File: config.mk
export PLATFORM = sky130hd
export DESIGN_NAME = l2_search_ctrl
export DESIGN_NICKNAME = d
export VERILOG_FILES = /design/src/rtl/l2_search_ctrl.sv
export SDC_FILE = /design/constraint.sdc
export NUM_CORES = 1
export LEC_CHECK = 0
export BUFFER_PORTS_ARGS = -buffer_cell sky130_fd_sc_hd__buf_2
export CAP_MARGIN = 20
export CORE_MARGIN = 5
export CORE_UTILIZATION = 35
export CTS_BUF_LIST = sky130_fd_sc_hd__clkbuf_4 sky130_fd_sc_hd__clkbuf_8
export CTS_CLUSTER_DIAMETER = 50
export DETAILED_ROUTE_END_ITERATION = 16
export GPL_TIMING_DRIVEN = 0
export PLACE_DENSITY = 0.74
export SLEW_MARGIN = 40
export SYNTH_ARGS = -nofsm -noshare
export SYNTH_HDL_FRONTEND = slang
export SYNTH_SLANG_ARGS = --single-unit
File: constraint.sdc
create_clock -name clk_i -period 1.6 [get_ports clk_i]
set_input_delay 0 -clock clk_i [delete_from_list [all_inputs] [get_ports clk_i]]
set_output_delay 0 -clock clk_i [all_outputs]
set_load 0.1 [all_outputs]
File: src/rtl/l2_search_ctrl.sv
// l2_search_ctrl
// Sequences a set-associative L2 TLB lookup over a two-way entry RAM.
// A request latches a virtual address, then the controller walks every entry
// offset of the selected set, reading both ways in parallel. Read data returns
// one cycle later and is checked externally. The first hit (or a full miss)
// is captured into response registers and held until the consumer accepts it.
// In IDLE an entry write (cfg_we_i) takes priority over a lookup request.
//
// Ports
//   clk_i, rst_i                      clock, synchronous active-high reset
//   req_valid_i/req_ready_o           lookup request handshake
//   req_addr_i, req_rw_i              address to translate, 1=write 0=read
//   cfg_we_i/cfg_ready_o              entry write handshake
//   cfg_addr_i, cfg_wdata_i           entry address and data
//   hit_i, multi_hit_i, prot_i,
//   master_i, hit_addr_i              results of the external check stage
//   in_addr_o, rw_type_o              latched request
//   ram_we_o, ram_wdata_o             RAM write port
//   port0_addr_o, port1_addr_o        RAM read addresses (way 0 / way 1)
//   searching_o                       RAM read data valid for checking
//   start_search_o                    first search cycle pulse
//   offset_addr_d_o                   offset of the data being checked
//   send_outputs_o                    response consumed this cycle
//   resp_valid_o/resp_ready_i         response handshake
//   resp_*_o                          response flags and hit address
module l2_search_ctrl #(
    parameter int ADDR_WIDTH   = 32,
    parameter int PAGE_SIZE    = 4096,
    parameter int SET_WIDTH    = 5,
    parameter int OFFSET_WIDTH = 4
) (
    input  logic                                  clk_i,
    input  logic                                  rst_i,
    input  logic                                  req_valid_i,
    output logic                                  req_ready_o,
    input  logic [ADDR_WIDTH-1:0]                 req_addr_i,
    input  logic                                  req_rw_i,
    input  logic                                  cfg_we_i,
    output logic                                  cfg_ready_o,
    input  logic [SET_WIDTH+OFFSET_WIDTH:0]       cfg_addr_i,
    input  logic [ADDR_WIDTH-1:0]                 cfg_wdata_i,
    input  logic                                  hit_i,
    input  logic                                  multi_hit_i,
    input  logic                                  prot_i,
    input  logic                                  master_i,
    input  logic [SET_WIDTH+OFFSET_WIDTH:0]       hit_addr_i,
    output logic [ADDR_WIDTH-1:0]                 in_addr_o,
    output logic                                  rw_type_o,
    output logic                                  ram_we_o,
    output logic [ADDR_WIDTH-1:0]                 ram_wdata_o,
    output logic [SET_WIDTH+OFFSET_WIDTH:0]       port0_addr_o,
    output logic [SET_WIDTH+OFFSET_WIDTH:0]       port1_addr_o,
    output logic                                  searching_o,
    output logic                                  start_search_o,
    output logic [OFFSET_WIDTH-1:0]               offset_addr_d_o,
    output logic                                  send_outputs_o,
    output logic                                  resp_valid_o,
    input  logic                                  resp_ready_i,
    output logic                                  resp_hit_o,
    output logic                                  resp_miss_o,
    output logic                                  resp_multi_o,
    output logic                                  resp_prot_o,
    output logic                                  resp_master_o,
    output logic [SET_WIDTH+OFFSET_WIDTH:0]       resp_hit_addr_o
);

    localparam int IGNORE_LSB = $clog2(PAGE_SIZE);
    localparam int AW         = SET_WIDTH + OFFSET_WIDTH + 1;
    localparam logic [OFFSET_WIDTH-1:0] OFFSET_MAX = {OFFSET_WIDTH{1'b1}};

    typedef enum logic [1:0] {
        ST_IDLE   = 2'd0,
        ST_SEARCH = 2'd1,
        ST_DRAIN  = 2'd2,
        ST_RESP   = 2'd3
    } state_t;

    state_t                   state;
    logic [OFFSET_WIDTH-1:0]  offset;
    logic [OFFSET_WIDTH-1:0]  offset_d;
    logic                     searching;
    logic                     start_search;
    logic [ADDR_WIDTH-1:0]    in_addr;
    logic                     rw_type;
    logic                     resp_hit;
    logic                     resp_miss;
    logic                     resp_multi;
    logic                     resp_prot;
    logic                     resp_master;
    logic [AW-1:0]            resp_hit_addr;
    logic [SET_WIDTH-1:0]     set_idx;

    assign set_idx = in_addr[IGNORE_LSB +: SET_WIDTH];

    // Lookup FSM, offset walk and response capture.
    always_ff @(posedge clk_i) begin
        if (rst_i) begin
            state         <= ST_IDLE;
            offset        <= '0;
            offset_d      <= '0;
            searching     <= 1'b0;
            start_search  <= 1'b0;
            in_addr       <= '0;
            rw_type       <= 1'b0;
            resp_hit      <= 1'b0;
            resp_miss     <= 1'b0;
            resp_multi    <= 1'b0;
            resp_prot     <= 1'b0;
            resp_master   <= 1'b0;
            resp_hit_addr <= '0;
        end else begin
            case (state)
                ST_IDLE: begin
                    searching    <= 1'b0;
                    start_search <= 1'b0;
                    // An entry write in the same cycle blocks the request.
                    if (req_valid_i && !cfg_we_i) begin
                        in_addr      <= req_addr_i;
                        rw_type      <= req_rw_i;
                        offset       <= '0;
                        start_search <= 1'b1;
                        state        <= ST_SEARCH;
                    end
                end
                ST_SEARCH: begin
                    start_search <= 1'b0;
                    if (searching && hit_i) begin
                        // The read issued this cycle is simply never checked.
                        resp_hit      <= 1'b1;
                        resp_miss     <= 1'b0;
                        resp_multi    <= multi_hit_i;
                        resp_prot     <= prot_i;
                        resp_master   <= master_i;
                        resp_hit_addr <= hit_addr_i;
                        searching     <= 1'b0;
                        state         <= ST_RESP;
                    end else begin
                        searching <= 1'b1;
                        offset_d  <= offset;
                        // Counter saturates at the last offset; IDLE clears it.
                        if (offset == OFFSET_MAX) begin
                            state <= ST_DRAIN;
                        end else begin
                            offset <= offset + {{(OFFSET_WIDTH-1){1'b0}}, 1'b1};
                        end
                    end
                end
                ST_DRAIN: begin
                    searching <= 1'b0;
                    if (hit_i) begin
                        resp_hit      <= 1'b1;
                        resp_miss     <= 1'b0;
                        resp_multi    <= multi_hit_i;
                        resp_prot     <= prot_i;
                        resp_master   <= master_i;
                        resp_hit_addr <= hit_addr_i;
                    end else begin
                        resp_hit      <= 1'b0;
                        resp_miss     <= 1'b1;
                        resp_multi    <= 1'b0;
                        resp_prot     <= 1'b0;
                        resp_master   <= 1'b0;
                        resp_hit_addr <= '0;
                    end
                    state <= ST_RESP;
                end
                ST_RESP: begin
                    if (resp_ready_i) begin
                        state <= ST_IDLE;
                    end
                end
                default: begin
                    state <= ST_IDLE;
                end
            endcase
        end
    end

    // Handshake, RAM port and address muxing derived from state.
    always_comb begin
        req_ready_o  = 1'b0;
        cfg_ready_o  = 1'b0;
        ram_we_o     = 1'b0;
        ram_wdata_o  = '0;
        port0_addr_o = '0;
        port1_addr_o = '0;
        case (state)
            ST_IDLE: begin
                cfg_ready_o = 1'b1;
                if (cfg_we_i) begin
                    ram_we_o     = 1'b1;
                    ram_wdata_o  = cfg_wdata_i;
                    port0_addr_o = cfg_addr_i;
                end else begin
                    req_ready_o = 1'b1;
                end
            end
            ST_SEARCH, ST_DRAIN, ST_RESP: begin
                port0_addr_o = {1'b0, set_idx, offset};
                port1_addr_o = {1'b1, set_idx, offset};
            end
            default: begin
                port0_addr_o = '0;
            end
        endcase
    end

    assign in_addr_o       = in_addr;
    assign rw_type_o       = rw_type;
    assign searching_o     = searching;
    assign start_search_o  = start_search;
    assign offset_addr_d_o = offset_d;
    assign resp_valid_o    = (state == ST_RESP);
    assign send_outputs_o  = resp_valid_o & resp_ready_i;
    assign resp_hit_o      = resp_hit;
    assign resp_miss_o     = resp_miss;
    assign resp_multi_o    = resp_multi;
    assign resp_prot_o     = resp_prot;
    assign resp_master_o   = resp_master;
    assign resp_hit_addr_o = resp_hit_addr;

endmodule

==> results_dict.tcl <==
set metrics [dict create \
    hold_class "in -> reg" \
    clk_latency_ns 0.33 \
    crit_type "reg -> out" \
    ys_seq_area_frac 0.442 \
    status "finished with violations" \
    routed-via-count 3707 \
    rsz0062_at_grt "true" \
    dieArea_um2 9620 \
    finalSetupViolations 76 \
    worst_setup_hold_path_clk_slew_ns 0.07 \
    period_share 1.11 \
    cts_sinks 60 \
    final_area_um2 6260 \
    p_per_area_nw_per_um2 1780 \
    finalHoldViolations 0 \
    maxCapViolations 0 \
    viasPerCell 5.14 \
    irDropWorstVdd_v 0.00131 \
    clock_skew_ns 0.00494 \
    start_kind "register" \
    clock.fmax_ghz 0.564 \
    end_kind "output port" \
    relSlewSlack 0.580 \
    io_buffers 203 \
    use_met2 0.474 \
    dp.cells 637 \
    htreeDepth 3 \
    tritoncts "yes" \
    area_growth_pct 130 \
    grt_use_met1 0.288 \
    worstPathArrival_ns 1.77 \
    overflow 0 \
    gp_congestion 0.813 \
    final-max-slew-violation-count 0 \
    cts_buffers 9 \
    yosysWarnings 0 \
    required_ns 1.60 \
    initial_utilization 0.355 \
    dp_hpwl_mm 7.44 \
    synth.avg_cell_area_um2 8.18 \
    cts_root_buf "clkbuf_8" \
    period_needed_ns 1.77 \
    worst_slack_ns -0.172 \
    nets 713 \
    antenna_found_initial 0 \
    globalRouteTotalUtil 0.262 \
    die_h_um 98.1 \
    violations "setup timing" \
    grt_max_degree 12 \
    final_cells 721 \
    p_leak_nw 2.83 \
    critical_path.cell_chain "inv_4 -> ha_4 -> clkbuf_16 -> and2_4 -> buf_6 -> a21o_4 -> buf_12" \
    ioPinCount 205 \
    core_um2 7650 \
    final_core_util 0.818 \
    critPathMaxStageDelay_ns 0.38 \
    fillers 424 \
    grt_pass1_vias 3720 \
    cpMaxStageDelayCell "dfxtp_4" \
    first_iter_violations 129 \
    grt_pass1_wl_mm 20.0 \
    grtUsageMet3 0.0643 \
    worstPathMaxFanout 5 \
    synth_nets 431 \
    drive_gt1_frac 0.628 \
    synth_cell_type_count 39 \
    drc 0 \
    ys_seq_elements 60 \
    p_total_mw 11.1 \
    firstDrtPassIters 4 \
    placed_area_um2 4170 \
    wl_per_cell_um 20.3 \
    rows 32 \
    syn_area_um2 2720 \
    n_antenna_cell 0 \
    netlist_instances 332 \
    wl_mm 14.6 \
    clock_path_buffers 2 \
    die_w_um 98.1 \
    antenna_left 0 \
    worstMarginPinSlew_ns 0.630 \
    grt-busiest-layer "met2" \
]
[power by group]
| group | leakage (nW) | internal [mW] | switching, mW |
|---|---|---|---|
| Combinational | 2.22 | 2.63 | 4.98 |
| Sequential | 0.492 | 1.69 | 0.164 |
| Clock | 0.124 | 1.05 | 0.621 |
| Total | 2.83 | 5.38 | 5.77 |
[stage by stage]
stage / setup WS (ns) / hold slack [ns] / setup TNS (ns)
finish: -0.172 / 0.0784 / -6.27
global route: -0.223 / 0.0921 / -10.93
global placement: -0.493 / 0.242 / -17.23
detailed placement: -0.526 / 0.242 / -18.91
CTS: -0.164 / 0.0597 / -3.81
floorplan: -0.373 / 0.108 / -25.93
[what timing repair did]
| item | CTS | global route |
|---|---|---|
| cloned | 1 | 3 |
| hold buffers | 47 | 0 |
| pin swaps | 11 | 7 |
| endpoints found under the hold margin | 48 | 0 |
| resized for setup | 206 | 106 |
| setup endpoints to repair | 69 | 96 |
| buffers inserted | 7 | 10 |
[registers in the layout, summed over array words and instances, names as in the netlist]
name,flops
resp_multi_o,1
resp_hit_addr_o,10
state,2
rw_type_o,1
resp_hit_o,1
offset,4
searching_o,1
resp_prot_o,1
resp_miss_o,1
start_search_o,1
resp_master_o,1
offset_addr_d_o,4
in_addr_o,32
[critical path, delay by kind of cell (launching register included)]
kind,cells,cell delay (ns)
AND/OR/NAND/NOR,1,0.16
buffers and inverters,4,0.50
AO/OA/AOI/OAI,1,0.21
flip-flops,1,0.38
adder cells (fa/ha/maj),1,0.18
[per-layer routing]
layer	wire length, um	part of all wire
met1	5300	0.36
met2	7890	0.54
met3	872	0.060
met4	577	0.039
met5	0	0
[cell type report]
class	count	area, um^2	share of cell area
Timing Repair Buffer	271	2480	0.397
Multi-Input combinational cell	241	1900	0.303
Sequential cell	60	1210	0.194
Buffer	25	253	0.0404
Clock buffer	10	131	0.0210
Tap cell	102	128	0.0204
Clock inverter	6	113	0.0180
Inverter	6	35.0	0.00560
[Yosys cell counts]
cell type	number	area [um^2]
a2111oi_0	1	8.76
a211oi_1	1	7.51
a21boi_4	1	18.8
a21o_1	9	67.6
a21oi_1	38	190
a21oi_2	1	8.76
a221oi_2	1	15.0
a22oi_1	13	97.6
a22oi_2	1	12.5
and2_1	2	12.5
and2_4	1	8.76
and3_1	34	213
and3_2	1	7.51
and3b_1	1	8.76
buf_2	7	35.0
buf_4	2	15.0
buf_6	1	11.3
clkbuf_1	14	52.6
clkbuf_8	1	13.8
dfxtp_1	60	1200
ha_1	5	62.6
inv_1	6	22.5
mux2i_1	6	60.1
nand2_1	74	278
nand2b_1	2	12.5
nand3_1	1	5.00
nand4b_1	1	8.76
nor2_1	24	90.1
nor2b_1	11	68.8
nor2b_2	1	8.76
nor3_1	2	10.0
o2111a_1	1	11.3
o2111ai_1	1	8.76
o21ai_0	1	5.00
o21ai_1	2	10.0
o311ai_2	1	16.3
o31a_1	1	8.76
o32ai_2	1	16.3
or3_1	1	6.26
[cells by family after synthesis]
| kind of cell | share of synthesized area |
|---|---|
| muxes | 0.0221 |
| adders and majority gates | 0.0230 |
| and+or+nand+nor | 0.272 |
| DFF | 0.442 |
| buffers and inverters | 0.0553 |
| AOI/OAI and AO/OA | 0.185 |
[worst paths after layout]
kind	depth (start not counted)	to	start	slack [ns]
worst min-delay path	4	in_addr_o[29]	req_valid_i	0.08
worst min register to register	2	rw_type_o	rw_type_o	0.46
worst max-delay path	7	port0_addr_o[4]	state[0]	-0.17
worst max register to register	9	offset[0]	state[1]	-0.15
[cells in the final DEF (no fill, tap or decap), types with 15 or more instances in the layout]
cell type / instances
dfxtp_1: 51
nand2_2: 18
a21oi_1: 25
buf_2: 148
nand2_1: 48
and3_4: 15
and3_2: 19
buf_6: 18
nor2_1: 23
dlygate4sd3_1: 47
buf_12: 50
Power figures use the tool's default switching activity.
